--- src/rtl/memory_access_unit.sv ---
// Initiator for the bsm1e data-memory port: one load/store at a time, misaligned
// word accesses split into two byte accesses, out-of-range addresses flagged.
module memory_access_unit #(
  parameter int unsigned MEM_BYTES   = 8,
  parameter bit          SIGN_EXTEND = 1'b0
) (
  input  logic        clock,
  input  logic        reset,
  input  logic        req_valid,
  output logic        req_ready,
  input  logic        req_write,
  input  logic        req_byte,
  input  logic [15:0] req_address,
  input  logic [15:0] req_wdata,
  output logic        resp_valid,
  output logic [15:0] resp_rdata,
  output logic        resp_error,
  output logic        mem_write,
  output logic        mem_select_byte,
  output logic [15:0] mem_address,
  output logic [15:0] mem_input_data,
  input  logic [15:0] mem_output_data
);

  typedef enum logic [1:0] {
    IDLE   = 2'd0,
    FIRST  = 2'd1,
    SECOND = 2'd2,
    DONE   = 2'd3
  } state_t;

  localparam logic [16:0] MEM_LIMIT = 17'(MEM_BYTES);

  // A misaligned word also touches A+1, which may wrap past 0xFFFF.
  function automatic logic range_err(input logic [15:0] a, input logic mis);
    logic [15:0] a_next;
    a_next = a + 16'd1;
    return ({1'b0, a} >= MEM_LIMIT) | (mis & ({1'b0, a_next} >= MEM_LIMIT));
  endfunction

  function automatic logic [15:0] load_result(input logic wr, input logic byte_acc,
                                              input logic err, input logic [7:0] lo,
                                              input logic [7:0] hi);
    if (wr || err) begin
      return 16'h0000;
    end else if (byte_acc) begin
      return {{8{lo[7] & SIGN_EXTEND}}, lo};
    end else begin
      return {hi, lo};
    end
  endfunction

  state_t      state_q, state_d;
  logic        write_q, write_d;
  logic        byte_q, byte_d;
  logic [15:0] addr_q, addr_d;
  logic [15:0] wdata_q, wdata_d;
  logic        err_q, err_d;
  logic [7:0]  lo_q, lo_d;
  logic [7:0]  hi_q, hi_d;
  logic        mem_write_q, mem_write_d;
  logic        mem_sel_q, mem_sel_d;
  logic [15:0] mem_addr_q, mem_addr_d;
  logic [15:0] mem_wdata_q, mem_wdata_d;
  logic        resp_valid_q, resp_valid_d;
  logic [15:0] resp_rdata_q, resp_rdata_d;
  logic        resp_error_q, resp_error_d;

  logic handshake_s;
  logic mis_in_s;
  logic mis_q_s;

  assign req_ready   = (state_q == IDLE) & ~reset;
  assign handshake_s = req_valid & req_ready;
  assign mis_in_s    = ~req_byte & req_address[0];
  assign mis_q_s     = ~byte_q & addr_q[0];

  // Next-state and next-output logic; outputs for a state are prepared on entry.
  always_comb begin
    state_d      = state_q;
    write_d      = write_q;
    byte_d       = byte_q;
    addr_d       = addr_q;
    wdata_d      = wdata_q;
    err_d        = err_q;
    lo_d         = lo_q;
    hi_d         = hi_q;
    mem_write_d  = 1'b0;
    mem_sel_d    = 1'b0;
    mem_addr_d   = 16'h0000;
    mem_wdata_d  = 16'h0000;
    resp_valid_d = 1'b0;
    resp_rdata_d = 16'h0000;
    resp_error_d = 1'b0;
    case (state_q)
      IDLE: begin
        if (handshake_s) begin
          write_d     = req_write;
          byte_d      = req_byte;
          addr_d      = req_address;
          wdata_d     = req_wdata;
          err_d       = range_err(req_address, mis_in_s);
          state_d     = FIRST;
          mem_addr_d  = req_address;
          mem_sel_d   = req_byte | mis_in_s;
          mem_wdata_d = mis_in_s ? {8'h00, req_wdata[7:0]} : req_wdata;
          mem_write_d = req_write & ~err_d;
        end else begin
          state_d = IDLE;
        end
      end
      FIRST: begin
        lo_d = addr_q[0] ? mem_output_data[15:8] : mem_output_data[7:0];
        hi_d = mem_output_data[15:8];
        if (mis_q_s & ~err_q) begin
          state_d     = SECOND;
          mem_addr_d  = addr_q + 16'd1;
          mem_sel_d   = 1'b1;
          mem_wdata_d = {8'h00, wdata_q[15:8]};
          mem_write_d = write_q;
        end else begin
          state_d      = DONE;
          resp_valid_d = 1'b1;
          resp_rdata_d = load_result(write_q, byte_q, err_q, lo_d, hi_d);
          resp_error_d = err_q;
        end
      end
      SECOND: begin
        hi_d         = mem_output_data[7:0];
        state_d      = DONE;
        resp_valid_d = 1'b1;
        resp_rdata_d = load_result(write_q, byte_q, err_q, lo_q, hi_d);
        resp_error_d = err_q;
      end
      DONE: begin
        state_d = IDLE;
      end
      default: begin
        state_d = IDLE;
      end
    endcase
  end

  // State, latched request and registered outputs.
  always_ff @(posedge clock) begin
    if (reset) begin
      state_q      <= IDLE;
      write_q      <= 1'b0;
      byte_q       <= 1'b0;
      addr_q       <= 16'h0000;
      wdata_q      <= 16'h0000;
      err_q        <= 1'b0;
      lo_q         <= 8'h00;
      hi_q         <= 8'h00;
      mem_write_q  <= 1'b0;
      mem_sel_q    <= 1'b0;
      mem_addr_q   <= 16'h0000;
      mem_wdata_q  <= 16'h0000;
      resp_valid_q <= 1'b0;
      resp_rdata_q <= 16'h0000;
      resp_error_q <= 1'b0;
    end else begin
      state_q      <= state_d;
      write_q      <= write_d;
      byte_q       <= byte_d;
      addr_q       <= addr_d;
      wdata_q      <= wdata_d;
      err_q        <= err_d;
      lo_q         <= lo_d;
      hi_q         <= hi_d;
      mem_write_q  <= mem_write_d;
      mem_sel_q    <= mem_sel_d;
      mem_addr_q   <= mem_addr_d;
      mem_wdata_q  <= mem_wdata_d;
      resp_valid_q <= resp_valid_d;
      resp_rdata_q <= resp_rdata_d;
      resp_error_q <= resp_error_d;
    end
  end

  // Reset forces the pins low within its own cycle so an abandoned store cannot land.
  assign mem_write       = mem_write_q & ~reset;
  assign mem_select_byte = mem_sel_q & ~reset;
  assign mem_address     = mem_addr_q & {16{~reset}};
  assign mem_input_data  = mem_wdata_q & {16{~reset}};
  assign resp_valid      = resp_valid_q & ~reset;
  assign resp_rdata      = resp_rdata_q & {16{~reset}};
  assign resp_error      = resp_error_q & ~reset;

endmodule

--- config.mk ---
export PLATFORM = sky130hd
export DESIGN_NAME = memory_access_unit
export DESIGN_NICKNAME = d
export VERILOG_FILES = /design/src/rtl/memory_access_unit.sv
export SDC_FILE = /design/constraint.sdc
export NUM_CORES = 1
export LEC_CHECK = 0
export CAP_MARGIN = 20
export CORE_ASPECT_RATIO = 1.5
export CORE_UTILIZATION = 49
export DETAILED_ROUTE_END_ITERATION = 16
export PLACE_DENSITY = 0.79
export SYNTH_ARGS = -nofsm -noshare
export SYNTH_HDL_FRONTEND = slang
export SYNTH_SLANG_ARGS = --single-unit
--- constraint.sdc ---
create_clock -name clock -period 2.85 [get_ports clock]
set_input_delay 0.4275 -clock clock [delete_from_list [all_inputs] [get_ports clock]]
set_output_delay 0.4275 -clock clock [all_outputs]
set_load 0.02 [all_outputs]
==> flow_summary.json, run 1 <==
{
  "critical_path_peak_fanout": 4,
  "post-synth-top-count-cell": "dfxtp_1",
  "finalNonFillerCells": 636,
  "dr_total_vias": 3367,
  "n_antenna_cell": 0,
  "tritoncts.num_buffers": 9,
  "report.final.slew_viol_count": 0,
  "setup_tns_ps": 0,
  "cts_tree": "built",
  "share_of_final_layout_standard_cells_stronger_than_drive_strength_1_pct": 7.09,
  "synth_area_leaders": "dfxtp_1, nor2b_1, nand2_1, a22oi_1, a21oi_1",
  "cts_post_setup_buffers_inserted": 0,
  "route.detailed.wl_per_inst_um": 14.4,
  "synth_seq_area_share_pct": 47.2,
  "timing.hold.ws_ps": 452,
  "drtIter0Drc": 294,
  "timing.final.crit_period_ps": 2310,
  "drt-total-wl_um": 9180,
  "path_class": "reg2out",
  "htree_num_levels": 3,
  "synth.cell_area_um2": 3770,
  "synth_area_per_cell_um2": 8.67,
  "portBuffers": 105,
  "routed_via_density": 5.29,
  "clock_tree.root_cell": "clkbuf_8",
  "vdd.ir_drop.worst_uv": 419,
  "endpoint_kind": "primary output",
  "grt_pass1_wl_um": 14700,
  "synthTopCellsByCount": "dfxtp_1, nand2_1, nor2b_1",
  "synthCells": 435,
  "fmax_ghz": 0.433,
  "required_ps": 2420,
  "gp_congestion": 0.901,
  "worstPathCellList": "inv_1 -> ha_1 -> nor2b_1 -> clkdlybuf4s50_1",
  "cpPeakStageDelay_ps": 650,
  "antenna_found_initial": 0,
  "number_of_violations_of_the_max_capacitance_limit": 0,
  "grt.total_usage_pct": 24.1,
  "drt-pass1-iter-count": 5,
  "run_status": "finished clean",
  "timing_hold_violations_final": 0,
  "clock_path_buffers": 2,
  "place_hpwl_um": 6800,
  "area_growth_pct": 35.5,
  "yosys_warnings": 0,
  "initial_core_utilization_pct": 51.5,
  "worst-r2r-setup-slack_ps": 750,
  "synth_edf_count": 0,
  "clock_sinks": 89,
  "dieWidth_um": 73.6,
  "static-leakage-power_nw": 1.80,
  "grt_setup_unrepaired": "no",
  "top_level_ports": 106,
  "first_global_vias": 3189,
  "postSynth.asyncResetShare_pct": 0,
  "cts_hold_buffers": 0,
  "setup_viol_count_final": 0,
  "synth.net_count": 492,
  "slew_headroom_pct": 45.7,
  "pin_count_of_the_biggest_net_entering_global_routing": 49,
  "fp.dieArea_um2": 8060,
  "worst_setup_hold_path_clk_slew_ps": 90,
  "insertion_delay_ps": 360,
  "core_area_um2": 7320,
  "detail-route-antenna-nets": 0,
  "netlist.area_leader.share_pct": 47.2,
  "placedCellCount": 620,
  "worst_ep_arrival_time_ps": 1880,
  "die_height_um": 109,
  "detail_route.drc_violations": 0,
  "grt_overflow": 0,
  "design.final.nets": 588,
  "timing.critical_path.slowest_stage_cell": "clkdlybuf4s50_1",
  "worst-slew-pin-transition_ps": 810,
  "p_per_area_nw_per_um2": 650,
  "synthDominantAreaCellType": "dfxtp_1",
  "share_of_the_clock_period_used_by_the_worst_path_after_layout_pct": 80.9,
  "netlist-cell-type-count": 40,
  "skew_ps": 7.81,
  "synth_top_flop_cell": "dfxtp_1",
  "flip_flop_and_latch_count_after_synthesis": 89,
  "cts-resized-gates": 0,
  "startpoint_type": "flip-flop",
  "timing.hold.worst.class": "in2reg",
  "rows": 38
}
report_power, final:
group | leakage [nW] | internal [mW] | switching (mW) | total [mW]
Combinational | 0.964 | 0.388 | 0.495 | 0.884
Clock | 0.113 | 0.520 | 0.443 | 0.963
Sequential | 0.723 | 1.39 | 0.0826 | 1.47
Total | 1.80 | 2.30 | 1.02 | 3.32
per-stage QoR:
stage	util [%]	power (mW)	setup WS [ps]	area [um2]
after global placement	66.7	2.35	624	4880
final	69.8	3.32	543	5110
after global routing	69.8	3.48	423	5110
after CTS	69.8	3.32	541	5110
after detailed placement	66.7	2.37	599	4880
after floorplan	-	2.08	1100	3770
cells in the final DEF (no fill, tap or decap), drive strengths merged, types with 10 or more instances in the layout:
master and instances:
nand3 10, o21ai 11, nand2 63, a21oi 31
a22oi 24, clkdlybuf4s50 104, nor2 41, dfxtp 89
clkbuf 10, nor2b 56
flip-flops by register name (all words and copies together) (netlist names), 2 cells and up:
| signal | flops |
|---|---|
| addr_q | 16 |
| lo_q | 8 |
| mem_addr_q | 16 |
| mem_wdata_q | 16 |
| resp_rdata_q | 16 |
| state_q | 2 |
| wdata_q | 8 |
kinds of logic (layout without fill, tap and decap cells):
logic type | after synthesis | count (layout) | share of synthesized area, %
fa+ha+maj | 4 | 4 | 1.33
simple gates | 209 | 209 | 28.3
buf+inv | 33 | 134 | 3.95
flops | 89 | 89 | 47.2
mux | 16 | 16 | 4.51
xor+xnor | 10 | 10 | 2.32
compound gates | 74 | 74 | 12.3
path summary, 6_finish.rpt:
| path | start | end | cells past startpoint |
|---|---|---|---|
| max | state_q[0]$_SDFF_PP0_ | req_ready | 4 |
| min | reset | lo_q[5]$_SDFFE_PP0P_ | 2 |
| min reg2reg | wdata_q[12]$_SDFFE_PP0P_ | wdata_q[12]$_SDFFE_PP0P_ | 2 |
| max reg2reg | addr_q[0]$_SDFFE_PP0P_ | mem_addr_q[15]$_SDFF_PP0_ | 4 |
critical path: cells and delay by family (launching register included):
family | cells | cell delay [ps]
flip-flops | 1 | 320
AND/OR/NAND/NOR | 1 | 240
buffers and inverters | 2 | 720
adder cells (fa/ha/maj) | 1 | 240
layout make-up:
class | count | area [um2]
Sequential cell | 89 | 1780
Fill cell | 620 | 2210
Inverter | 6 | 22.5
Clock inverter | 6 | 90.1
Tap cell | 100 | 125
Timing Repair Buffer | 112 | 1110
Clock buffer | 10 | 138
Multi-Input combinational cell | 313 | 1840
metal layers:
metal	GRT usage, %	wire length [um]
met5	0	0
met4	13.2	293
met3	3.85	466
met2	44.0	4950
met1	26.0	3470
(Power assumes the default switching activity.)
==> run 2, diff against run 1 <==
CORE_UTILIZATION = 43   (was 49)
PLACE_DENSITY = 0.73   (was 0.79)
clock period = 1.9 ns   (was 2.85 ns; I/O delays follow)
==> run 2 against run 1 <==
Against the previous run: sequential share of layout area decreased by 1.6 points; die area increased by 14%; non-clock buffer count increased by 19; wire length increased by 6.4%; critical endpoint unchanged; via count increased by 2.3%; clock power increased by 80%; worst setup slack got worse by 450 ps; critical path depth unchanged; register-to-register slack got worse by 600 ps; power increased by 62%.
==> flow_summary.json, run 2 (synthesis results as in run 1) <==
{
  "dr_total_vias": 3446,
  "tritoncts.num_buffers": 9,
  "htree_num_levels": 3,
  "clock_sinks": 89,
  "cts_post_setup_buffers_inserted": 0,
  "vdd.ir_drop.worst_uv": 669,
  "grt_setup_unrepaired": "no",
  "required_ps": 1620,
  "endpoint_kind": "primary output",
  "slew_headroom_pct": 68.2,
  "route.detailed.wl_per_inst_um": 14.8,
  "timing.final.crit_period_ps": 1800,
  "drtIter0Drc": 188,
  "timing.hold.worst.class": "in2reg",
  "first_global_vias": 3256,
  "share_of_the_clock_period_used_by_the_worst_path_after_layout_pct": 95.0,
  "design.final.nets": 607,
  "total_switching_power_mw": 1.57,
  "fp.dieArea_um2": 9160,
  "top_level_ports": 106,
  "skew_ps": 6.37,
  "grt_pass1_wl_um": 15400,
  "worstPathCellList": "inv_1 -> ha_1 -> nor2b_1 -> clkdlybuf4s15_1",
  "critical_path.n_buffers_inverters": 2,
  "p_per_area_nw_per_um2": 1000,
  "fin_area_um2": 5360,
  "seq_area_um2": 1780,
  "antenna_found_initial": 0,
  "swShare_pct": 29.3,
  "clock_path_buffers": 2,
  "portBuffers": 105,
  "gp_congestion": 0.882,
  "power.share.sequential_pct": 41.1,
  "layout.cells.most_common": "clkdlybuf4s50_1",
  "worst_setup_hold_path_clk_slew_ps": 60,
  "static-leakage-power_nw": 1.93,
  "routed_via_density": 5.21,
  "grt.total_usage_pct": 22.3,
  "critical_path_peak_fanout": 4,
  "area_growth_pct": 42.0,
  "core_area_um2": 8460,
  "startpoint_type": "flip-flop",
  "insertion_delay_ps": 330,
  "final_cell_mix": "clkdlybuf4s50_1, dfxtp_1, nand2_1",
  "detailed_place.area_um2": 5060,
  "path_class": "reg2out",
  "timing.critical_path.slowest_stage_cell": "clkdlybuf4s15_1",
  "pin_count_of_the_biggest_net_entering_global_routing": 36,
  "detail_route.drc_violations": 0,
  "timing.hold.ws_ps": 272,
  "internal_power_mw": 3.79,
  "grt_overflow": 0,
  "share_of_final_layout_standard_cells_stronger_than_drive_strength_1_pct": 10.1,
  "setup_viol_count_final": 0,
  "detail-route-antenna-nets": 0,
  "drt-total-wl_um": 9770,
  "clock_tree.root_cell": "clkbuf_16",
  "run_status": "finished clean",
  "layout.core_utilization_pct": 63.3,
  "worst-slew-pin-transition_ps": 477,
  "combPwrFrac_pct": 26.6,
  "fmax_ghz": 0.554,
  "multi_input_comb_area_um2": 1840,
  "timing_hold_violations_final": 0,
  "place_hpwl_um": 7290,
  "initial_core_utilization_pct": 44.6,
  "worst_ep_arrival_time_ps": 1520,
  "cts_tree": "built",
  "critical_path.top_delay_family": "buffers and inverters",
  "n_antenna_cell": 0,
  "number_of_violations_of_the_max_capacitance_limit": 0,
  "report.final.slew_viol_count": 0,
  "drt-pass1-iter-count": 5,
  "cpPeakStageDelay_ps": 350,
  "rows": 41,
  "die_height_um": 117,
  "clockPowerShare_pct": 32.3,
  "nFillCells": 766,
  "dieWidth_um": 78.5
}
## run 2: cell types whose count changed in the layout (fill, tap and decap cells not counted), sizes merged
cell | before | now
buf | 8 | 27
clkinvlp | 1 | 2
inv | 7 | 6
clkbuf | 10 | 11
clkdlybuf4s50 | 104 | 103
bufinv | 2 | 1
clkdlybuf4s15 | 0 | 1
## run 2: layout make-up
class	instances	share of cell area, %
clock inverter	5	1.03
multi-input combinational	313	34.4
sequential	89	33.3
timing repair buffer	131	23.9
clock buffer	11	4.53
tap	107	2.50
inverter	6	0.421
## run 2: metrics by stage
step | instances | TNS [ps] | setup slack, ps | total power, mW
2_1_floorplan | 435 | 0 | 147 | 3.11
3_3_place_gp | 646 | -160 | -91.6 | 3.63
3_5_place_dp | 646 | -199 | -107 | 3.67
4_1_cts | 662 | 0 | 58.4 | 5.40
5_1_grt | 662 | 0 | 5.59 | 5.61
6_report | 662 | 0 | 95.7 | 5.36
## run 2: path summary, 6_finish.rpt
kind	startpoint	to	slack, ps	cells past startpoint
max reg2reg	addr_q[8]$_SDFFE_PP0P_	mem_addr_q[15]$_SDFF_PP0_	150	4
max	state_q[1]$_SDFF_PP0_	req_ready	100	4
min	reset	byte_q$_SDFFE_PP0P_	270	2
min reg2reg	wdata_q[10]$_SDFFE_PP0P_	wdata_q[10]$_SDFFE_PP0P_	460	2
## run 2: metal layers
metal / part of all wire [%] / wire (um) / global-route usage, % / vias to the layer above
li1: - / - / - / 1696
met1: 39 / 3770 / 23.2 / 1617
met3: 4.2 / 407 / 4.69 / 21
met5: 0 / 0 / 0 / -
met2: 54 / 5300 / 42.6 / 112
met4: 3.0 / 296 / 9.63 / 0
## run 2: power by group through the flow
| stage | Combinational [mW] | Clock (mW) | Sequential (mW) |
|---|---|---|---|
| floorplan | 0.905 | 0 | 2.21 |
| global placement | 1.40 | 0 | 2.23 |
| detailed placement | 1.43 | 0 | 2.24 |
| CTS | 1.43 | 1.77 | 2.20 |
| global route | 1.55 | 1.84 | 2.23 |
| finish | 1.43 | 1.73 | 2.20 |
## run 2: repair_timing
| item | CTS | global route |
|---|---|---|
| pin swaps | 0 | 0 |
| endpoints found under the setup margin | 1 | 1 |
| cloned | 0 | 0 |
| resized for setup | 1 | 1 |
| hold buffers | 0 | 0 |
